`config.mk`:
```
export PLATFORM = sky130hd
export DESIGN_NAME = ipv4_csum_fixup
export DESIGN_NICKNAME = d
export VERILOG_FILES = /design/src/rtl/dec_ttl_pkg.sv /design/src/rtl/ipv4_hdr_csum.sv /design/src/rtl/ipv4_csum_fixup.sv
export SDC_FILE = /design/constraint.sdc
export NUM_CORES = 2
export LEC_CHECK = 0
export BUFFER_PORTS_ARGS = -buffer_cell sky130_fd_sc_hd__buf_2
export CAP_MARGIN = 10
export CORE_AREA = 10 10 513 515
export DETAILED_ROUTE_END_ITERATION = 12
export DIE_AREA = 0 0 523 525
export HOLD_SLACK_MARGIN = 0.08
export SKIP_CTS_REPAIR_TIMING = 1
export SLEW_MARGIN = 20
export SYNTH_ARGS = -nofsm -noshare
export SYNTH_HDL_FRONTEND = slang
export SYNTH_HIERARCHICAL = 1
export SYNTH_SLANG_ARGS = --single-unit
export TNS_END_PERCENT = 30
```
`constraint.sdc`:
```
create_clock -name ap_clk -period 2.7 [get_ports ap_clk]
set_clock_uncertainty 0.2 [all_clocks]
set_input_delay 0.135 -clock ap_clk [delete_from_list [all_inputs] [get_ports ap_clk]]
set_output_delay 0.135 -clock ap_clk [all_outputs]
set_load 0.1 [all_outputs]
```
`src/rtl/dec_ttl_pkg.sv`:
```
// Shared types and constants for the XDP dec_ttl pipeline stages.
// Beat payload struct, Ethernet/IPv4 byte offsets, ethertype helper.
package dec_ttl_pkg;

  localparam int unsigned BEAT_DATA_W = 512;
  localparam int unsigned BEAT_KEEP_W = BEAT_DATA_W / 8;
  localparam int unsigned BEAT_USER_W = 48;

  localparam logic [15:0] ETH_TYPE_IPV4 = 16'h0800;
  localparam int unsigned ETH_TYPE_OFF  = 12;
  localparam int unsigned IP_OFF        = 14;
  localparam int unsigned CSUM_OFF      = 24;
  localparam int unsigned IP_HDR_END    = 33;

  localparam int unsigned HDR_BYTES = IP_HDR_END - IP_OFF + 1;
  localparam int unsigned HDR_W     = HDR_BYTES * 8;
  localparam int unsigned HDR_WORDS = HDR_BYTES / 2;
  localparam int unsigned CSUM_WORD = (CSUM_OFF - IP_OFF) / 2;

  localparam logic [7:0] IPV4_VER_IHL5 = 8'h45;

  typedef struct packed {
    logic [BEAT_DATA_W-1:0] tdata;
    logic [BEAT_KEEP_W-1:0] tkeep;
    logic                   tlast;
    logic [BEAT_USER_W-1:0] tuser;
    logic                   qualify;
  } beat_t;

  // True when the Ethernet ethertype field of a first beat is IPv4.
  function automatic logic is_ipv4_eth(input logic [BEAT_DATA_W-1:0] data);
    return {data[8*ETH_TYPE_OFF +: 8], data[8*(ETH_TYPE_OFF+1) +: 8]} == ETH_TYPE_IPV4;
  endfunction

endpackage

```
`src/rtl/ipv4_hdr_csum.sv`:
```
// Combinational IPv4 header checksum over a 20-byte header (byte 0 in the MSBs).
// The checksum field itself is excluded from the sum.
module ipv4_hdr_csum
  import dec_ttl_pkg::*;
(
  input  logic [HDR_W-1:0] hdr,
  output logic [15:0]      csum_c
);

  logic [19:0] acc;
  logic [16:0] fold1;
  logic [15:0] fold2;

  always_comb begin
    acc = '0;
    for (int unsigned k = 0; k < HDR_WORDS; k++) begin
      if (k != CSUM_WORD) begin
        acc = acc + 20'(hdr[HDR_W-1-16*k -: 16]);
      end
    end
    // Two folds cover the worst-case carry out of the 20-bit sum.
    fold1  = 17'(acc[15:0]) + 17'(acc[19:16]);
    fold2  = fold1[15:0] + 16'(fold1[16]);
    csum_c = ~fold2;
  end

endmodule

```
`src/rtl/ipv4_csum_fixup.sv`:
```
// Rewrites the IPv4 header checksum on the first beat of each packet after TTL decrement.
// Registered output slice plus one-entry skid register; 1-cycle latency, full throughput.
module ipv4_csum_fixup
  import dec_ttl_pkg::*;
#(
  parameter int unsigned DATA_W = 512,
  parameter int unsigned USER_W = 48,
  parameter int unsigned CNT_W  = 32
) (
  input  logic                ap_clk,
  input  logic                ap_rst_n,
  input  logic [DATA_W-1:0]   port0_tdata,
  input  logic [DATA_W/8-1:0] port0_tkeep,
  input  logic                port0_tlast,
  input  logic [USER_W-1:0]   port0_tuser,
  input  logic                port0_tvalid,
  output logic                port0_tready,
  output logic [DATA_W-1:0]   port1_tdata,
  output logic [DATA_W/8-1:0] port1_tkeep,
  output logic                port1_tlast,
  output logic [USER_W-1:0]   port1_tuser,
  output logic                port1_tvalid,
  input  logic                port1_tready,
  output logic [CNT_W-1:0]    stat_pkts,
  output logic [CNT_W-1:0]    stat_fixed,
  output logic [CNT_W-1:0]    stat_bypass
);

  logic             in_first_q;
  logic             tready_q;
  beat_t            slice_q;
  logic             slice_valid_q;
  beat_t            skid_q;
  logic             skid_full_q;
  logic             skid_full_nxt_c;
  logic             out_first_q;
  logic [CNT_W-1:0] pkts_q;
  logic [CNT_W-1:0] fixed_q;
  logic [CNT_W-1:0] bypass_q;

  logic [HDR_W-1:0] hdr_c;
  logic [15:0]      csum_c;
  logic             qualify_c;
  beat_t            in_beat_c;
  logic             in_fire_c;
  logic             out_fire_c;
  logic             slice_free_c;

  assign in_fire_c    = port0_tvalid & tready_q;
  assign out_fire_c   = slice_valid_q & port1_tready;
  assign slice_free_c = ~slice_valid_q | port1_tready;

  // IPv4 header bytes in network order, byte IP_OFF landing in the MSBs.
  always_comb begin
    hdr_c = '0;
    for (int unsigned j = 0; j < HDR_BYTES; j++) begin
      hdr_c[HDR_W-1-8*j -: 8] = port0_tdata[8*(IP_OFF+j) +: 8];
    end
  end

  ipv4_hdr_csum u_csum (
    .hdr    (hdr_c),
    .csum_c (csum_c)
  );

  assign qualify_c = in_first_q
                   && is_ipv4_eth(port0_tdata)
                   && (port0_tdata[8*IP_OFF +: 8] == IPV4_VER_IHL5)
                   && (&port0_tkeep[IP_HDR_END:0]);

  // Input beat with the checksum patched in when the packet qualifies.
  always_comb begin
    in_beat_c         = '0;
    in_beat_c.tdata   = port0_tdata;
    in_beat_c.tkeep   = port0_tkeep;
    in_beat_c.tlast   = port0_tlast;
    in_beat_c.tuser   = port0_tuser;
    in_beat_c.qualify = qualify_c;
    if (qualify_c) begin
      in_beat_c.tdata[8*CSUM_OFF +: 8]     = csum_c[15:8];
      in_beat_c.tdata[8*(CSUM_OFF+1) +: 8] = csum_c[7:0];
    end
  end

  assign skid_full_nxt_c = slice_free_c ? 1'b0 : (skid_full_q | in_fire_c);

  // Output slice, skid register and registered ready.
  always_ff @(posedge ap_clk or negedge ap_rst_n) begin
    if (!ap_rst_n) begin
      slice_q       <= '0;
      slice_valid_q <= 1'b0;
      skid_q        <= '0;
      skid_full_q   <= 1'b0;
      tready_q      <= 1'b0;
      in_first_q    <= 1'b1;
    end else begin
      if (in_fire_c) begin
        in_first_q <= port0_tlast;
      end
      if (slice_free_c) begin
        if (skid_full_q) begin
          slice_q       <= skid_q;
          slice_valid_q <= 1'b1;
        end else begin
          slice_valid_q <= in_fire_c;
          if (in_fire_c) begin
            slice_q <= in_beat_c;
          end
        end
      end else if (in_fire_c) begin
        skid_q <= in_beat_c;
      end
      skid_full_q <= skid_full_nxt_c;
      tready_q    <= ~skid_full_nxt_c;
    end
  end

  // Statistics counted on the output handshake of each first beat.
  always_ff @(posedge ap_clk or negedge ap_rst_n) begin
    if (!ap_rst_n) begin
      out_first_q <= 1'b1;
      pkts_q      <= '0;
      fixed_q     <= '0;
      bypass_q    <= '0;
    end else if (out_fire_c) begin
      out_first_q <= slice_q.tlast;
      if (out_first_q) begin
        pkts_q <= pkts_q + CNT_W'(1);
        if (slice_q.qualify) begin
          fixed_q <= fixed_q + CNT_W'(1);
        end else if (is_ipv4_eth(slice_q.tdata)) begin
          bypass_q <= bypass_q + CNT_W'(1);
        end
      end
    end
  end

  assign port0_tready = tready_q;
  assign port1_tdata  = slice_q.tdata;
  assign port1_tkeep  = slice_q.tkeep;
  assign port1_tlast  = slice_q.tlast;
  assign port1_tuser  = slice_q.tuser;
  assign port1_tvalid = slice_valid_q;
  assign stat_pkts    = pkts_q;
  assign stat_fixed   = fixed_q;
  assign stat_bypass  = bypass_q;

endmodule

```
# Word level (Yosys, flattened, before mapping)

Index checks and enable logic that the tools add are counted.
W data, S select, Z words.

Register bits after elaboration: 1353
Latch bits: 0
Bits in writable memories: 0
ROM bits: 0
Bits of input ports: 629
Logic and storage cells: 58
Memories kept: 0

Add/subtract/negate cells: 13
Multipliers: 0
Divide/modulo/power cells: 0
$lt $le $gt $ge: 0
Eq/ne operators: 3
Shift-type cells: 0
Muxes and demuxes: 5
Bitwise gates (word level): 9
Reductions and logical operators: 10

Operator list:

| cell                    | count |
|---|---|
| $mux W626               | 2 |
| $add A20 B16 Y20        | 7 |
| $add A32 B1 Y32 const B | 3 |
| $reduce_and A34 Y1      | 1 |
| $eq A16 B12 Y1 const B  | 2 |
| $add A16 B16 Y17        | 1 |
| $add A16 B4 Y17         | 1 |
| $add A16 B1 Y16         | 1 |
| $mux W16                | 1 |
| $not A16 Y16            | 1 |
| $eq A8 B7 Y1 const B    | 1 |
| $reduce_and A2 Y1       | 3 |
| $not A1 Y1              | 4 |
| $reduce_and A4 Y1       | 1 |
| $logic_and A1 B1 Y1     | 3 |
| $reduce_and A3 Y1       | 1 |
| $and A1 B1 Y1           | 2 |
| $mux W1                 | 2 |
| $or A1 B1 Y1            | 2 |
| $reduce_bool A2 Y1      | 1 |

# Depth between registers and ports, before layout

Word-level depth: 14
Depth in mapped cells: 39

# By module

Netlist, hierarchy kept.

Modules (own cells, without submodules):

| module          | instances | cells each | area an instance (µm²) | seq. area each (µm²) |
|---|---|---|---|---|
| ipv4_csum_fixup | 1         | 6422       | 61043.5                | 33860.0 |
| ipv4_hdr_csum   | 1         | 473        | 4385.5                 | 0.0 |

# Worst setup path after synthesis

OpenSTA, ideal clock, no wires.

Kind: input port to flip-flop
From: input port0_tdata[154]
To: register skid_q[313] (netlist bit)
Setup time: 133 ps
Arrival time: 7686 ps
Slack: -5319 ps
Cell stages on the path: 36
Buffers on the path: 0
Cells stage by stage: fa_1 > fa_1 > fa_1 > inv_1 > fa_1 > inv_1 > ha_1 > inv_1 > fa_1 > nand2b_1 > a21o_1 > o2bb2ai_2 > o211ai_1 > a31o_2 > a21o_1 > xor2_1 > ha_1 > inv_1 > fa_1 > nand2b_1 > a21oi_1 > nor3b_2 > and2_1 > and2_1 > and2_1 > and3b_1 > and3_1 > ha_1 > nand3_1 > nor3_1 > nand2_1 > a211oi_2 > o211ai_2 > xor2_1 > mux2i_1 > a21oi_1

Cells in the longest elaborated chain, start to end: 11

RTL lines:

| item                           | RTL line               | RTL |
|---|---|---|
| start, declared                | ipv4_csum_fixup.sv:12  | `input logic [DATA_W-1:0] port0_tdata,` |
| $add A20 B16 Y20 (7 in series) | ipv4_hdr_csum.sv:18    | `acc = acc + 20'(hdr[HDR_W-1-16*k -: 16]);` |
| $add A16 B4 Y17                | ipv4_hdr_csum.sv:22    | `fold1 = 17'(acc[15:0]) + 17'(acc[19:16]);` |
| $add A16 B1 Y16                | ipv4_hdr_csum.sv:23    | `fold2 = fold1[15:0] + 16'(fold1[16]);` |
| $not A16 Y16                   | ipv4_hdr_csum.sv:24    | `csum_c = ~fold2;` |
| named net csum_c[15]           | ipv4_csum_fixup.sv:42  | `logic [15:0] csum_c;` |
| $mux W16                       | ipv4_csum_fixup.sv:79  | `if (qualify_c) begin` |
| end signal, assigned           | ipv4_csum_fixup.sv:111 | `skid_q <= in_beat_c;` |
| end, declared                  | ipv4_csum_fixup.sv:33  | `beat_t skid_q;` |

The timed path passes the listed nets, and every way through them passes these cells.
A chain may end at the register's enable or synchronous reset.

# Worst setup path in the final report

From: input port0_tdata[234]
To: register skid_q[313] (netlist bit)

Cells in the longest elaborated chain, start to end: 7

RTL lines:

| item                           | RTL line |
|---|---|
| $add A20 B16 Y20 (3 in series) | ipv4_hdr_csum.sv:18 |
| $add A16 B4 Y17                | ipv4_hdr_csum.sv:22 |
| $add A16 B1 Y16                | ipv4_hdr_csum.sv:23 |
| $not A16 Y16                   | ipv4_hdr_csum.sv:24 |
| named net csum_c[15]           | ipv4_csum_fixup.sv:42 |
| $mux W16                       | ipv4_csum_fixup.sv:79 |

The timed path passes the listed nets, and every way through them passes these cells.

==> flow_summary.toml <==
[setup_path]
slowest_stage = "fa_1"
crit_top_cell = "inv_2"
crit_path_start = "port0_tdata[234]"
worstPathMaxFanout = 2
critical_path_required_ns = 3.13
cpPeakStageDelay_ns = 0.58
cp.arrival_ns = 7.50
worstSetupEndpointType = "flip-flop"
startpoint_type = "input pin"
regToRegStartpoint = "port1_tvalid"
criticalPathCategory = "input pin to flip-flop"

[global_routing]
use_met2 = 0.296
grt_max_degree = 128
grt_util_met1 = 0.226
antenna_found_initial = 107
busiest_layer = "met2"
grt-ovfl-total = 0
grt_first_pass_wirelength_um = 386000
first_global_vias = 50700
grt.total_usage = 0.193
use_met3 = 0.0958

[detailed_routing]
vias_per_cell = 4.53
drt_iter0_drc = 4734
routedWlPerCell_um = 23.4
wirelength_um = 297000
dr.pass1.iters = 6
vias = 57600
drc = 0
ant_nets = 0

[synthesis]
synth_ff_type = "dfrtp_1"
synthTopCellsByArea = "dfrtp_1 (52%), nand2_1 (14%), mux2i_1 (9.6%)"
synth_xor_area_frac = 0.0172
synth_fa_ha_area_frac = 0.0399
synth.area.mux_share = 0.0965
syn_area_um2 = 65400
avgSynthCellArea_um2 = 9.49
synthArstFlopShare = 1.00
yosysWarnings = 6
netlist.area_leader.share = 0.517
synth_seq_cells = 1353
syn-num-nets = 7665
synth_top_area_cell = "dfrtp_1"
synth-compound-area-share = 0.0591
syn_inst = 6895
synthSimpleGateAreaFrac = 0.166
synth_cell_type_count = 79
synth_edf_count = 0
yosysSeqAreaShare = 0.518
synth_top_family_by_area = "simple AND/OR/NAND/NOR gates"

[timing]
rsz0062_at_grt = "yes"
min_period_ns = 7.07
finalHoldViolCount = 0
relSlewSlack = 0.471
setup_tns_ns = -130.16
setup_viol = 49
fmax_mhz = 141
setup_slack_ns = -4.37
worst_pin_slew_ns = 0.794
slew_violations = 0
fin_crit_sh = 2.62

[power_and_ir_drop]
ir_drop_mv = 1.22
p_seq_frac = 0.261
internal_power_w = 0.0562
power.density_nw_per_um2 = 1170
leakagePower_nw = 45.4
combPwrFrac = 0.527
clkPwrFrac = 0.212
p_sw_frac = 0.488
p_sw_w = 0.0534

[clock_network]
root_buffer = "clkbuf_16"
cts_tree = "done"
htreeDepth = 4
clk_path_buf_depth = 3
numCtsBuffers = 159
cts.sinks = 1353
clock_latency_ns = 0.79
path_clk_slew_ns = 0.06

[cells_and_area]
fillCellCount = 24800
layout.nets = 9915
layout_common_cells = "nand2_1 (2489), dfrtp_1 (1350), dlygate4sd3_1 (1344)"
drive_gt1_frac = 0.225
syn_to_final_growth_pct = 43.0
final_common_cell = "nand2_1"

[floorplan]
start_util = 0.259
coreArea_um2 = 253000
die-area_um2 = 275000
die_h_um = 525
rows = 185
num_io_pins = 1352
chipWidth_um = 523

[place]
io_buffers = 1351
place_congestion = 0.972
dp_slack_ns = -5.41
dp_hpwl_um = 222000

[flow_run]
cap_violations = 0

[run_status]
violations = "negative setup slack"
status = "complete, but fails checks"

[min_path]
holdCritStartpoint = "port0_tdata[376]"
holdCritPathClass = "input pin to flip-flop"
## worst max-delay path, delay by kind of cell
| family | cells | cell delay (ns) |
|---|---|---|
| buffers and inverters | 7 | 0.34 |
| AO/OA/AOI/OAI | 9 | 1.47 |
| adder cells (fa/ha/maj) | 9 | 3.33 |
| XOR/XNOR | 2 | 0.31 |
| AND/OR/NAND/NOR | 11 | 1.71 |
| multiplexers | 1 | 0.18 |
## stage by stage
stage	total power, W	hold WS [ns]	std cells	area [um2]	utilization
finish	0.110	0.0380	12700	93600	0.370
global route	0.115	0.0566	12700	93500	0.370
CTS	0.107	-0.996	11300	79600	0.315
detailed placement	0.0838	-0.0849	11000	74000	0.293
global placement	0.0831	-0.0786	11000	74000	0.293
floorplan	0.0678	-0.361	6895	65600	-
## power by group through the flow
stage,combinational (W),sequential (W),clock [W]
3_3_place_gp,0.0546,0.0285,0
3_5_place_dp,0.0551,0.0287,0
5_1_grt,0.0614,0.0291,0.0246
6_report,0.0578,0.0286,0.0232
2_1_floorplan,0.0397,0.0281,0
4_1_cts,0.0552,0.0284,0.0237
## sequential cells by signal, indices dropped and copies added (netlist names)
| register | count |
|---|---|
| port1_tuser | 48 |
| port1_tvalid | 1 |
| stat_bypass | 32 |
| skid_full_q | 1 |
| stat_pkts | 32 |
| port0_tready | 1 |
| in_first_q | 1 |
| port1_tlast | 1 |
| port1_tdata | 512 |
| slice_q | 1 |
| out_first_q | 1 |
| stat_fixed | 32 |
| skid_q | 626 |
| port1_tkeep | 64 |
## worst paths after layout
kind                                     to  slack [ns]  cells after the start
max                             skid_q[313]       -4.37                     39
min                        port1_tdata[376]        0.04                      4
max reg2reg                     skid_q[283]       -0.06                      7
min reg2reg                   stat_pkts[31]        0.27                      1
max in group asynchronous         skid_q[5]        1.09                      3
min in group asynchronous        skid_q[73]        0.09                      3
## synthesized netlist by cell type (all sizes together) (3+ instances only)
| master | n |
|---|---|
| a211oi | 5 |
| a21o | 6 |
| a21oi | 59 |
| a32oi | 3 |
| and2 | 11 |
| and3 | 13 |
| and4 | 12 |
| buf | 681 |
| clkbuf | 301 |
| dfrtp | 1351 |
| fa | 111 |
| ha | 30 |
| inv | 177 |
| mux2 | 5 |
| mux2i | 625 |
| nand2 | 2490 |
| nand2b | 6 |
| nand3 | 42 |
| nand3b | 18 |
| nand4 | 35 |
| nor2 | 62 |
| nor2b | 3 |
| nor3 | 17 |
| nor3b | 4 |
| nor4 | 13 |
| nor4b | 3 |
| o211ai | 5 |
| o21a | 4 |
| o21ai | 638 |
| o21bai | 3 |
| or2 | 3 |
| or3 | 3 |
| or4 | 3 |
| xnor2 | 98 |
| xor2 | 26 |
## layout make-up
| type | instances | area (um2) | area share |
|---|---|---|---|
| antenna | 78 | 195 | 0.00209 |
| clock buffer | 224 | 4540 | 0.0485 |
| clock inverter | 63 | 1070 | 0.0114 |
| inverter | 177 | 676 | 0.00722 |
| multi-input combinational | 4383 | 25100 | 0.268 |
| sequential | 1353 | 33900 | 0.362 |
| tap | 3366 | 4210 | 0.0450 |
| timing repair buffer | 3071 | 23900 | 0.256 |
## cell families after synthesis
group           count (synthesis)
mux                           630
simple gates                 2748
flops                        1353
compound gates                738
xor+xnor                      125
buf+inv                      1159
fa+ha+maj                     142
## metal layers
metal | share of wire | up-vias
li1 | - | 26200
met4 | 0.053 | 24
met5 | 0.00052 | -
met1 | 0.38 | 28300
met3 | 0.12 | 621
met2 | 0.45 | 2511
No activity file was read; power rests on OpenSTA's default activity.
